## src/rtl/lock_pkg.sv

```systemverilog
// Shared state encoding and default timing parameters for the lock supervisor.
package lock_pkg;

  typedef enum logic [1:0] {
    ST_IDLE    = 2'd0,
    ST_OPEN    = 2'd1,
    ST_LOCKOUT = 2'd2
  } state_t;

  localparam int DEF_FAIL_MAX    = 3;
  localparam int DEF_OPEN_CYC    = 8;
  localparam int DEF_LOCKOUT_CYC = 16;

endpackage

```

## src/rtl/rise_detect.sv

```systemverilog
// Rising-edge detector: flags a cycle where d is high but was low at the previous edge.
module rise_detect (
  input  logic CLK,
  input  logic R,
  input  logic d,
  output logic rise
);

  logic d_q;

  always_ff @(posedge CLK or negedge R) begin
    if (!R) d_q <= 1'b0;
    else    d_q <= d;
  end

  assign rise = d & ~d_q;

endmodule

```

## src/rtl/lock_supervisor.sv

```systemverilog
// Supervises the serial lock: releases the door on a good code and locks out
// after FAIL_MAX consecutive wrong codes.
module lock_supervisor
  import lock_pkg::*;
#(
  parameter int FAIL_MAX    = DEF_FAIL_MAX,
  parameter int OPEN_CYC    = DEF_OPEN_CYC,
  parameter int LOCKOUT_CYC = DEF_LOCKOUT_CYC
) (
  input  logic       CLK,
  input  logic       R,
  input  logic       Lock,
  input  logic       Alarm,
  output logic       Door,
  output logic       Siren,
  output logic       Blocked,
  output logic [1:0] Fail_cnt
);

  localparam logic [2:0] FAIL_LIMIT   = 3'(FAIL_MAX);
  localparam logic [7:0] OPEN_LOAD    = 8'(OPEN_CYC - 1);
  localparam logic [7:0] LOCKOUT_LOAD = 8'(LOCKOUT_CYC - 1);

  state_t     state;
  logic [7:0] timer;
  logic       lock_rise;
  logic       alarm_rise;
  logic [2:0] fail_next;

  rise_detect u_lock_edge (
    .CLK  (CLK),
    .R    (R),
    .d    (Lock),
    .rise (lock_rise)
  );

  rise_detect u_alarm_edge (
    .CLK  (CLK),
    .R    (R),
    .d    (Alarm),
    .rise (alarm_rise)
  );

  assign fail_next = {1'b0, Fail_cnt} + 3'd1;

  // Alarm is checked first so a simultaneous Lock rise is discarded.
  always_ff @(posedge CLK or negedge R) begin
    if (!R) begin
      state    <= ST_IDLE;
      timer    <= 8'd0;
      Fail_cnt <= 2'd0;
      Door     <= 1'b0;
      Siren    <= 1'b0;
      Blocked  <= 1'b0;
    end else begin
      case (state)
        ST_IDLE: begin
          if (alarm_rise) begin
            if (fail_next >= FAIL_LIMIT) begin
              state    <= ST_LOCKOUT;
              timer    <= LOCKOUT_LOAD;
              Fail_cnt <= 2'd0;
              Siren    <= 1'b1;
              Blocked  <= 1'b1;
            end else begin
              Fail_cnt <= fail_next[1:0];
            end
          end else if (lock_rise) begin
            state    <= ST_OPEN;
            timer    <= OPEN_LOAD;
            Fail_cnt <= 2'd0;
            Door     <= 1'b1;
            Blocked  <= 1'b1;
          end
        end
        ST_OPEN, ST_LOCKOUT: begin
          if (timer == 8'd0) begin
            state   <= ST_IDLE;
            Door    <= 1'b0;
            Siren   <= 1'b0;
            Blocked <= 1'b0;
          end else begin
            timer <= timer - 8'd1;
          end
        end
        default: begin
          state   <= ST_IDLE;
          timer   <= 8'd0;
          Door    <= 1'b0;
          Siren   <= 1'b0;
          Blocked <= 1'b0;
        end
      endcase
    end
  end

endmodule

```

## config.mk

```make
export PLATFORM = sky130hd
export DESIGN_NAME = lock_supervisor
export DESIGN_NICKNAME = d
export VERILOG_FILES = /design/src/rtl/lock_pkg.sv /design/src/rtl/rise_detect.sv /design/src/rtl/lock_supervisor.sv
export SDC_FILE = /design/constraint.sdc
export NUM_CORES = 1
export LEC_CHECK = 0
export BUFFER_PORTS_ARGS = -buffer_cell sky130_fd_sc_hd__buf_2
export CAP_MARGIN = 40
export CORE_ASPECT_RATIO = 1.4
export CORE_UTILIZATION = 35
export DETAILED_ROUTE_END_ITERATION = 16
export PLACE_DENSITY_LB_ADDON = 0.12
export SYNTH_ARGS = -nofsm -noshare
export SYNTH_HDL_FRONTEND = slang
export SYNTH_SLANG_ARGS = --single-unit
export TNS_END_PERCENT = 30
```

## constraint.sdc

```tcl
create_clock -name CLK -period 2.26 [get_ports CLK]
set_input_delay 0.226 -clock CLK [delete_from_list [all_inputs] [get_ports CLK]]
set_output_delay 0.226 -clock CLK [all_outputs]
set_load 0.02 [all_outputs]
```

==> metrics.cfg <==
[sta]
rsz0062_at_grt = no
worst_slew_pin_slew_ns = 0.482
final_hold_viol_count = 0
fin_setup_tns_ns = 0
period_needed_ns = 1.81
max_freq_mhz = 552
skew_ns = 0.00563
holdWs_ns = 0.0414
drv_slew = 0
finalCritPeriodShare = 0.802
slew_headroom = 0.678
finalSetupViolations = 0
setup_ws_ns = 0.447

[power_and_ir_drop]
powerDensity_nw_per_um2 = 1570
p_clk_frac = 0.098
totalPowerFinal_uw = 1720
p_sw_uw = 839
power_frac_comb = 0.574
p_int_uw = 878
seq_power_share = 0.328
vdd_drop_max_mv = 0.642
switching_share = 0.489
p_leak_uw = 0.000481

[global_route]
grt_max_degree = 18
antenna_found_initial = 0
grt_pass1_vias = 772
grt_pass1_wl_um = 3560
grt_usage = 0.167
grt-ovfl-total = 0

[place]
place_congestion = 0.834
place_hpwl_um = 1590
port_buffers = 8
dp_worst_setup_slack_ns = 0.458

[logic_synthesis]
yosys_warnings = 0
synthFlopType = dfrtp_1
synth_seq_cells = 17
yosysSeqAreaShare = 0.440
ys_types = 37
synthCells = 98
syn-num-nets = 106
synthesis.area_um2 = 966
synth_edf_count = 0
ys_async_sr_fraction = 1.00
avgSynthCellArea_um2 = 9.86

[clocking]
cts_tree = done
clock-sinks = 17
cts_inserted_buffers = 3
root_buffer = clkbuf_4
htreeDepth = 1
cts_buffer_depth = 2
clk_pin_slew_ns = 0.10
cts_resized = 0
worst_skew_pair.late_latency_ns = 0.30

[finish]
n_antenna_cell = 0
drive_above_1_share = 0.180
final_nets = 120
final_common_cell = dfrtp_1
final_cell_mix = 17 x dfrtp_1, 8 x inv_1, 8 x buf_2, 7 x nand2_1
final_util = 0.417
area_growth_syn_to_layout_pct = 13.0

[floorplanning]
core_area_um2 = 2620
die_h_um = 64.2
rows = 22
dieArea_um2 = 2980
die_x_um = 46.4
num_io_pins = 9
start_util = 0.369

[setup_path]
path_class = flop to flop
worstSetupStartpointType = flop
arrival_ns = 2.00
crit_fanout = 4
endpoint_kind = flop
rr_startpoint = timer[0]
crit_start = timer[0]
required_ns = 2.45

[run_status]
outcome = completed

[job]
maxCapViolations = 0

[detailed_routing]
dr.first_iter.drc_count = 16
vias_per_cell = 5.39
num_vias = 793
wl_per_cell_um = 14.4
wirelength_um = 2120
ant_nets = 0
dr.pass1.iters = 4
drc = 0

[min_path]
min-delay-start = Lock
hold_class = input pin to flop

-- kinds of logic after synthesis --
logic type               count (synthesis)  share of synthesized area
buffers and inverters                    9                     0.0350
flip-flops                              17                      0.440
adder cells (fa/ha/maj)                  4                     0.0518
AND/OR/NAND/NOR                         35                      0.222
AO/OA/AOI/OAI                           32                      0.240
multiplexers                             1                     0.0117
-- worst max-delay path: stages, from the launching register on --
cell	delay, ns
dfrtp_1	0.42
inv_1	0.11
ha_1	0.14
nor2b_1	0.30
and4_1	0.32
o32ai_1	0.11
a221o_1	0.31
-- registers in the layout, indices dropped and copies added (netlist names) --
name              cells
Blocked               1
Door                  1
Fail_cnt              2
Siren                 1
state                 2
timer                 8
u_alarm_edge.d_q      1
u_lock_edge.d_q       1
-- through the flow --
step                instances  cell area [um2]
floorplan                  98              966
global placement          142             1050
detailed placement        142             1050
CTS                       147             1090
global route              147             1090
finish                    147             1090
-- cells in the mapped netlist (2+ instances only) --
master / instances / share of area
o22a_1: 2 / 0.018
nand2_1: 7 / 0.027
dfrtp_1: 17 / 0.44
a22o_1: 2 / 0.018
o41ai_1: 2 / 0.018
nand4_1: 2 / 0.013
nor2_1: 5 / 0.019
nor2b_1: 3 / 0.019
nand2b_1: 3 / 0.019
o211ai_1: 2 / 0.016
o21ai_0: 6 / 0.031
o21ai_1: 6 / 0.031
nand3_1: 2 / 0.010
nand3b_1: 2 / 0.016
nor3_1: 2 / 0.010
ha_1: 4 / 0.052
inv_1: 8 / 0.031
a21oi_1: 3 / 0.016
and4_1: 2 / 0.018
-- timing repair --
action,4_1_cts,5_1_grt
hold endpoints to repair,17,0
hold buffers,1,0
buffers inserted,0,0
-- final cells by class --
cell class,count,area [um2]
Timing Repair Buffer,10,57.6
Fill cell,265,1520
Sequential cell,17,425
Inverter,8,30.0
Multi-Input combinational cell,72,507
Tap cell,36,45.0
Clock buffer,4,26.3
-- worst paths after layout --
kind	slack [ns]	cells after the start	endpoint
max	0.45	6	timer[3]
max reg2reg	0.45	6	timer[3]
min	0.04	1	u_lock_edge.d_q
min in group asynchronous	0.38	2	state[1]
min reg2reg	0.50	1	Siren
max in group asynchronous	1.61	2	state[0]
-- power by group through the flow --
stage	combinational (uW)	sequential [uW]	clock [uW]
after floorplan	699	587	0
after global placement	996	568	0
after detailed placement	990	573	0
after CTS	996	566	175
after global routing	1110	583	184
final	987	563	168
-- layer usage --
| metal | routed length [um] | vias to the layer above | track usage |
|---|---|---|---|
| met5 | 0 | - | 0 |
| met4 | 43 | 0 | 0.0772 |
| met3 | 69 | 5 | 0.0169 |
| met2 | 1080 | 18 | 0.274 |
| met1 | 922 | 375 | 0.208 |
| li1 | - | 395 | - |
(Power assumes the default switching activity.)
